### src/rtl/seq_det_pkg.sv
// seq_det shared types: state encoding, symbol geometry and default pattern.
// next_len() computes the overlap fallback for any PATTERN value.
package seq_det_pkg;

  localparam int SYM_W   = 2;
  localparam int PAT_LEN = 4;
  localparam int PAT_W   = SYM_W * PAT_LEN;

  localparam logic [PAT_W-1:0] DEF_PATTERN = 8'h6D;

  typedef enum logic [2:0] {
    IDLE,
    M0,
    M1,
    M2,
    M3
  } state_e;

  function automatic logic [SYM_W-1:0] pat_sym(
    input logic [PAT_W-1:0] pat,
    input int               i
  );
    return pat[PAT_W-1-SYM_W*i -: SYM_W];
  endfunction

  // History is the first k pattern symbols followed by s; return the
  // longest suffix (at most PAT_LEN-1 long) that is also a pattern prefix.
  function automatic logic [2:0] next_len(
    input logic [PAT_W-1:0] pat,
    input logic [2:0]       k,
    input logic [SYM_W-1:0] s
  );
    logic [SYM_W-1:0] h [PAT_LEN];
    logic [2:0]       best;
    logic             ok;
    int               idx;
    best = '0;
    for (int j = 0; j < PAT_LEN; j++) begin
      h[j] = (j < int'(k)) ? pat_sym(pat, j) : s;
    end
    for (int l = 1; l < PAT_LEN; l++) begin
      if (l <= int'(k) + 1) begin
        ok = 1'b1;
        for (int i = 0; i < PAT_LEN - 1; i++) begin
          if (i < l) begin
            idx = int'(k) + 1 - l + i;
            if (h[idx] != pat_sym(pat, i)) ok = 1'b0;
          end
        end
        if (ok) best = 3'(l);
      end
    end
    return best;
  endfunction

  function automatic state_e len_state(input logic [2:0] l);
    state_e st;
    st = M0;
    unique case (1'b1)
      (l == 3'd1): st = M1;
      (l == 3'd2): st = M2;
      (l == 3'd3): st = M3;
      default:     st = M0;
    endcase
    return st;
  endfunction

endpackage

### src/rtl/seq_det_led_stretch.sv
// Retriggerable LED on-time stretcher with active-low output.
// Each trigger reloads the full LEN-clock on-time; clr forces it off.
module led_stretch
  import seq_det_pkg::*;
#(
  parameter int unsigned LEN = 10
) (
  input  logic clk,
  input  logic rst_n,
  input  logic trig,
  input  logic clr,
  output logic led_n
);

  localparam int W = $clog2(LEN + 1);

  logic [W-1:0] cnt;
  logic [W-1:0] cnt_nxt;

  always_comb begin
    cnt_nxt = cnt;
    if (clr) begin
      cnt_nxt = '0;
    end else if (trig) begin
      cnt_nxt = W'(LEN);
    end else if (cnt != '0) begin
      cnt_nxt = cnt - W'(1);
    end
  end

  always_ff @(posedge clk or negedge rst_n) begin
    if (!rst_n) begin
      cnt   <= '0;
      led_n <= 1'b1;
    end else begin
      cnt   <= cnt_nxt;
      led_n <= (cnt_nxt == '0);
    end
  end

endmodule

### src/rtl/seq_det.sv
// Four-symbol overlapping sequence detector with hit counter and LED.
// Define SEQ_DET_HOLD_EN to latch the LED for the session instead of stretching.
module seq_det
  import seq_det_pkg::*;
#(
  parameter logic [PAT_W-1:0] PATTERN     = DEF_PATTERN,
  parameter int               CNT_W       = 8,
  parameter int unsigned      LED_STRETCH = 24'd2_700_000
) (
  input  logic             clk,
  input  logic             rst_n,
  input  logic             det_en,
  input  logic             sym_valid,
  input  logic [SYM_W-1:0] sym_data,
  output logic             det_pulse,
  output logic [CNT_W-1:0] hit_cnt,
  output logic [2:0]       match_len,
  output logic             det_led_n
);

  state_e     state;
  logic [2:0] nxt_len;
  logic       hit;

  assign nxt_len = next_len(PATTERN, match_len, sym_data);

  // Disable has priority, so a symbol arriving with det_en low never hits.
  assign hit = det_en && sym_valid && (state == M3) &&
               (sym_data == pat_sym(PATTERN, PAT_LEN - 1));

  always_ff @(posedge clk or negedge rst_n) begin
    if (!rst_n) begin
      state     <= IDLE;
      match_len <= '0;
      hit_cnt   <= '0;
      det_pulse <= 1'b0;
    end else begin
      det_pulse <= hit;
      if (!det_en) begin
        state     <= IDLE;
        match_len <= '0;
      end else if (state == IDLE) begin
        state     <= M0;
        match_len <= '0;
        hit_cnt   <= '0;
      end else if (sym_valid) begin
        state     <= len_state(nxt_len);
        match_len <= nxt_len;
        if (hit && (hit_cnt != '1)) begin
          hit_cnt <= hit_cnt + CNT_W'(1);
        end
      end
    end
  end

`ifdef SEQ_DET_HOLD_EN
  always_ff @(posedge clk or negedge rst_n) begin
    if (!rst_n) begin
      det_led_n <= 1'b1;
    end else if (!det_en) begin
      det_led_n <= 1'b1;
    end else if (hit) begin
      det_led_n <= 1'b0;
    end
  end
`else
  led_stretch #(
    .LEN (LED_STRETCH)
  ) u_led (
    .clk   (clk),
    .rst_n (rst_n),
    .trig  (hit),
    .clr   (!det_en),
    .led_n (det_led_n)
  );
`endif

endmodule

### config.mk
export PLATFORM = sky130hd
export DESIGN_NAME = seq_det
export DESIGN_NICKNAME = d
export VERILOG_FILES = /design/src/rtl/seq_det_pkg.sv /design/src/rtl/seq_det_led_stretch.sv /design/src/rtl/seq_det.sv
export SDC_FILE = /design/constraint.sdc
export NUM_CORES = 1
export LEC_CHECK = 0
export CORE_MARGIN = 10
export CORE_UTILIZATION = 58
export CTS_BUF_LIST = sky130_fd_sc_hd__clkbuf_4 sky130_fd_sc_hd__clkbuf_8 sky130_fd_sc_hd__clkbuf_16
export DETAILED_ROUTE_END_ITERATION = 8
export GPL_ROUTABILITY_DRIVEN = 0
export GPL_TIMING_DRIVEN = 0
export PLACE_DENSITY_LB_ADDON = 0.2
export RECOVER_POWER = 25
export SYNTH_ARGS = -nofsm -noshare
export SYNTH_HDL_FRONTEND = slang
export SYNTH_HIERARCHICAL = 1
export SYNTH_SLANG_ARGS = --single-unit
### constraint.sdc
create_clock -name clk -period 3.45 [get_ports clk]
set_clock_uncertainty 0.1 [all_clocks]
set_input_delay 0.5175 -clock clk [delete_from_list [all_inputs] [get_ports clk]]
set_output_delay 0.5175 -clock clk [all_outputs]
set_load 0.01 [all_outputs]
==> metrics.txt, run 1 <==
run status=complete, but fails checks; failing checks=capacitance limit, slew limit; cell-by-cell listing of the critical path=clkdlybuf4s50_1 -> nor4b_4 -> and2_1 -> or2_2 -> clkbuf_1 -> nor2_1 -> a41o_1 -> or4_1 -> nor3_2 -> o2111a_1; XOR/XNOR share of the synthesized area=6.30%; post-route antenna net violation count=0; worst min-delay path class=register to register; FF-to-FF Start=u_led/cnt[0]; proportion of synthesized chip area in sequential cells=39.6%; number of vias in the routed layout=1922; initial detailed-routing violation count=159; Inserted Clock Buffers=5; library cell with the largest summed area after synthesis=sky130_fd_sc_hd__dfrtp_1; netlist area before placement=2340 µm²; first-pass GRT wire length=8.87 mm; Antenna diodes=0; Pwr per Cell Area=778 nW/µm²; Final Setup Violations=0; Die X-Extent=83.6 µm; clock slew at reported path FFs=0.07 ns; number of enable-type register cells in the synthesized netlist=0; share of async-settable or async-resettable flops after synthesis=100%; total routed wirelength=4.92 mm; most common cell in the netlist=sky130_fd_sc_hd__dfrtp_1; pin count of the biggest net entering global routing=38; data required time of the worst path=3.58 ns; simple-gate area share of the yosys netlist=27.1%; portion of synthesized cell area occupied by the leading cell type=38.5%; Static Leakage=1.13 nW; Tightest Pin Transition=1.96 ns; clock period minus final worst setup slack=3.28 ns; CTS Buffer Depth=2; I/O pin count=19; post-route total power=0.00207 W; post-route fraction of the period consumed by the critical path=95.0%; total die area=6980 µm²; antenna violations before repair=0; yosys synthesis warning count=6; tightest slew margin relative to the limit=-30.5%; TritonCTS clock tree=built; fraction of the mapped netlist area in compound gates=17.4%; largest family of logic cells by synthesized area=simple AND/OR/NAND/NOR gates; Post-CTS Setup Repair Bufs=0; synth top area cells=sky130_fd_sc_hd__dfrtp_1, sky130_fd_sc_hd__nor2_1, sky130_fd_sc_hd__ha_1, sky130_fd_sc_hd__xnor2_1, sky130_fd_sc_hd__a21oi_1; worst-case setup margin in the final layout=0.174 ns; max-cap viol count=1; total nets after synthesis=264; worst setup path startpoint=sym_data[1]; total routing resource utilization after global routing=14.8%; standard-cell rows=23; number of library cell types mapped by synthesis=64; Setup crit start kind=input port; maximum fanout along the worst path=8; CP delay by family, top=simple AND/OR/NAND/NOR gates; share of layout cells above drive strength 1=10.9%; maximum resistive drop on vdd=417 µV; post-synthesis to final-layout area growth=13.6%; via density per instance=5.91; CTS root buf=sky130_fd_sc_hd__clkbuf_8; number of buffer and inverter instances along the worst setup path=2; Hold Fails Final Rpt=0; multiplexer fraction of the synthesized cell area=1.28%; Post-Place Worst Slack=-0.225 ns; H-tree levels=2; Synth Register Bits=37; Initial Util=59.4%; CP peak stage delay=0.55 ns; combined area of the multi-input logic cells=1310 µm²; final setup TNS=0 ns; HPWL after DPL=3.64 mm; Total Nets Final=287; die extent in y=83.6 µm; total iterations of the first detailed-routing run=4; number of global-route vias before repair=1935; total count of max-transition violations in the final report=38; drc violations=0; unrepaired setup endpoints after global routing=no; achievable clock frequency=0.305 GHz; core area=3940 µm²; fraction of the mapped netlist area in adder cells=3.74%; top_reg_cell synth=sky130_fd_sc_hd__dfrtp_1; WS Path Type=input port to register; global-route congestion overflow total=0; slowest cell on the critical path=sky130_fd_sc_hd__or4_1; nature of the critical path endpoint=register; mean area per synthesized cell=9.33 µm²; synthesized instance count=251; top cells by instance count after synthesis=sky130_fd_sc_hd__dfrtp_1, sky130_fd_sc_hd__nor2_1, sky130_fd_sc_hd__nand2_1; clock latency reported for the late side of the worst-skew pair=0.29 ns; number of sinks driven by the clock tree=37; final routed wire length divided by cell count=15.1 µm; layout filler cell count=316; worst endpoint data arrival time=3.41 ns; Port-buffer cells=16; startpoint of the tightest hold check path=hit_cnt[6]; Sequential cell area=927 µm²
final timing paths:
kind	end	slack, ns	depth (start not counted)
worst max-delay path	u_led/led_n	0.17	10
worst min-delay path	hit_cnt[6]	0.45	1
worst max register to register	u_led/led_n	0.40	10
worst min register to register	hit_cnt[6]	0.45	1
max in group asynchronous	u_led/cnt[11]	1.46	1
min in group asynchronous	u_led/cnt[0]	0.67	1
sequential cells by signal, summed over array words and instances (netlist names):
name and flops:
u_led/cnt 22, hit_cnt 8, state 3, match_len 2, det_pulse 1, u_led/led_n 1
per-layer routing:
metal,part of all wire (%),vias to the layer above,global-route usage (%)
li1,-,955,-
met1,46,929,18.6
met2,49,31,24.0
met3,3.5,7,3.13
met4,1.2,0,5.78
met5,0,-,0
final cells by class:
| class | count | area share (%) |
|---|---|---|
| sequential | 37 | 34.8 |
| clock buffer | 7 | 3.62 |
| inverter | 15 | 2.12 |
| clock inverter | 1 | 0.188 |
| tap | 50 | 2.35 |
| timing repair buffer | 16 | 5.78 |
| multi-input combinational | 192 | 49.3 |
| buffer | 7 | 1.79 |
worst reg2reg max path, stage by stage, from the launching register on:
cell                        delay [ns]
sky130_fd_sc_hd__dfrtp_1          0.41
sky130_fd_sc_hd__inv_1            0.10
sky130_fd_sc_hd__ha_1             0.20
sky130_fd_sc_hd__nor4b_2          0.36
sky130_fd_sc_hd__nand3_1          0.36
sky130_fd_sc_hd__or2_1            0.34
sky130_fd_sc_hd__buf_6            0.14
sky130_fd_sc_hd__and4_1           0.16
sky130_fd_sc_hd__a211o_1          0.29
sky130_fd_sc_hd__a2111oi_2        0.33
sky130_fd_sc_hd__o2111a_1         0.21
cells by family after synthesis:
logic type	Yosys count
AOI/OAI and AO/OA	56
xor gates and xnor gates	16
adders and majority gates	7
buffers and inverters	22
DFF	37
muxes	3
other	1
and+or+nand+nor	109
layout by cell type, fill, tap and decap left out, types with 9 or more instances in the layout:
cell type,Yosys,routed
sky130_fd_sc_hd__a31oi_1,9,9
sky130_fd_sc_hd__clkdlybuf4s50_1,0,15
sky130_fd_sc_hd__a21oi_1,14,14
sky130_fd_sc_hd__o21ai_0,9,9
sky130_fd_sc_hd__nand2_1,18,18
sky130_fd_sc_hd__dfrtp_1,36,36
sky130_fd_sc_hd__xnor2_1,10,10
sky130_fd_sc_hd__inv_1,14,14
sky130_fd_sc_hd__nor2_1,30,30
what timing repair did:
item	in CTS	in global routing
endpoints found under the setup margin	0	1
resized for setup	0	2
hold buffers	0	0
power breakdown:
part,switching [W],internal (W),total (W)
Sequential,0.000105,0.000525,0.000631
Clock,0.000148,0.000180,0.000329
Combinational,0.000640,0.000470,0.00111
Total,0.000894,0.00118,0.00207
metrics by stage:
stage	hold slack [ns]	utilization, %	std cells	instance area, µm²
after floorplan	0.122	-	251	2340
after global placement	0.434	65.1	317	2560
after detailed placement	0.442	64.9	317	2560
after CTS	0.242	67.5	325	2660
after global routing	0.474	67.5	325	2660
final	0.449	67.5	325	2660
Power figures use the tool's default switching activity.
==> inputs of run 2 (changes only) <==
CORE_UTILIZATION = 52   (was 58)
clock period = 2.9 ns   (was 3.45 ns; I/O delays follow)
==> metrics.txt, run 2 (synthesis results as in run 1) <==
run status=complete, but fails checks; failing checks=capacitance limit, slew limit; capture instance of the worst register-to-register path=u_led/led_n; H-tree levels=2; r2r worst-path depth=7; share of layout cells above drive strength 1=20.2%; global-route congestion overflow total=0; TritonCTS clock tree=built; post-route total power=0.00290 W; FF-to-FF Start=u_led/cnt[9]; first-pass GRT wire length=8.84 mm; Largest register FFs=22; highest-count cells in the layout ignoring fill and taps=sky130_fd_sc_hd__dfrtp_1, sky130_fd_sc_hd__nor2_1, sky130_fd_sc_hd__buf_4, sky130_fd_sc_hd__nand2_1, sky130_fd_sc_hd__clkdlybuf4s50_1; Pwr per Cell Area=994 nW/µm²; drc violations=0; total instance count after detailed placement=319; post-synthesis to final-layout area growth=24.4%; Initial Util=53.8%; achievable clock frequency=0.347 GHz; final cell count without fillers=344; pin count of the biggest net entering global routing=38; Tightest Pin Transition=1.97 ns; I/O pin count=19; Final Setup Violations=0; internal reg-to-reg setup slack=0.01 ns; Inserted Clock Buffers=5; CTS Buffer Depth=2; number of sinks driven by the clock tree=37; worst endpoint data arrival time=3.01 ns; Setup crit start kind=register; unrepaired setup endpoints after global routing=yes; number of buffer and inverter instances along the worst setup path=0; largest register by flop count=u_led/cnt; commonest non-fill, non-tap cell in the layout=sky130_fd_sc_hd__dfrtp_1; count of cells along the worst hold path=2; HPWL after DPL=3.64 mm; clock period minus final worst setup slack=2.89 ns; Total Nets Final=304; total routed wirelength=5.36 mm; post-route antenna net violation count=0; Port-buffer cells=16; clock latency reported for the late side of the worst-skew pair=0.28 ns; total count of max-transition violations in the final report=38; registers with the most flip-flops=u_led/cnt: 22 flops, hit_cnt: 8 flops, state: 3 flops; CTS root buf=sky130_fd_sc_hd__clkbuf_8; die extent in y=87.1 µm; post-route fraction of the period consumed by the critical path=99.5%; end point of the most critical hold path=state[0]; tightest slew margin relative to the limit=-31.1%; nature of the critical path endpoint=register; maximum fanout along the worst path=5; total routing resource utilization after global routing=14.0%; WS Path Type=register to register; number of global-route vias before repair=1876; total iterations of the first detailed-routing run=4; max-cap viol count=1; core area=4350 µm²; Hold Fails Final Rpt=0; total die area=7590 µm²; CP delay by family, top=simple AND/OR/NAND/NOR gates; antenna violations before repair=0; Static Leakage=1.24 nW; Die X-Extent=87.1 µm; number of vias in the routed layout=1968; data required time of the worst path=3.02 ns; CP peak stage delay=0.56 ns; startpoint of the tightest hold check path=sym_valid; via density per instance=5.72; standard-cell rows=24; worst min-delay path class=input port to register; initial detailed-routing violation count=108; worst setup path startpoint=u_led/cnt[9]; final routed wire length divided by cell count=15.6 µm; cell-by-cell listing of the critical path=or4_4 -> or3_4 -> o21bai_4 -> or3b_4 -> xnor2_4 -> a2111oi_4 -> o2111a_1; maximum resistive drop on vdd=477 µV; slowest cell on the critical path=sky130_fd_sc_hd__or4_4; clock slew at reported path FFs=0.07 ns; Antenna diodes=0
run 2: cell types whose count changed in the layout (fill, tap and decap cells not counted), moves of 2 or more:
cell and delta:
sky130_fd_sc_hd__inv_2 +2, sky130_fd_sc_hd__inv_1 -2, sky130_fd_sc_hd__nor4_1 -2, sky130_fd_sc_hd__buf_4 +18
run 2: metrics by stage:
stage	TNS, ns	util, %	instance area (µm²)	hold slack (ns)	worst slack [ns]
6_report	0	66.9	2910	0.379	0.0143
5_1_grt	-0.0393	66.9	2910	0.377	-0.0393
4_1_cts	0	62.3	2710	0.166	0.0356
3_5_place_dp	-0.978	58.9	2560	0.436	-0.725
3_3_place_gp	-1.17	59.0	2570	0.435	-0.749
2_1_floorplan	0	-	2340	0.0394	0.232
run 2: per-layer routing:
layer  wire (µm)  vias up  GRT usage, %
met5           0        -             0
met4          39        0          3.04
met3         219        7          3.65
met2        2690       45          22.6
met1        2400      925          18.3
li1            -      991             -
run 2: worst max-delay path by stage:
stage               slack (ns)  depth (start not counted)           to
CTS                       0.04                          7  u_led/led_n
finish                    0.01                          7  u_led/led_n
global route             -0.04                          8  u_led/led_n
global placement         -0.75                         11  u_led/led_n
detailed placement       -0.73                         11  u_led/led_n
floorplan                 0.23                          7  u_led/led_n
run 2: area by class of cell:
| class | count | area (µm²) |
|---|---|---|
| Buffer | 6 | 43.8 |
| Clock buffer | 7 | 90.1 |
| Clock inverter | 1 | 30.0 |
| Fill cell | 371 | 1440 |
| Inverter | 15 | 56.3 |
| Multi-Input combinational cell | 192 | 1410 |
| Sequential cell | 37 | 928 |
| Tap cell | 52 | 65.1 |
| Timing Repair Buffer | 34 | 289 |
run 2: timing repair:
item / CTS / global route
buffers inserted: 2 / 16
hold buffers: 0 / 0
endpoints found under the setup margin: 1 / 1
resized for setup: 5 / 15
pin swaps: 2 / 10
run 2: power breakdown:
group / switching (W) / internal (W)
clock: 0.000177 / 0.000290
combinational: 0.000884 / 0.000776
sequential: 0.000143 / 0.000626
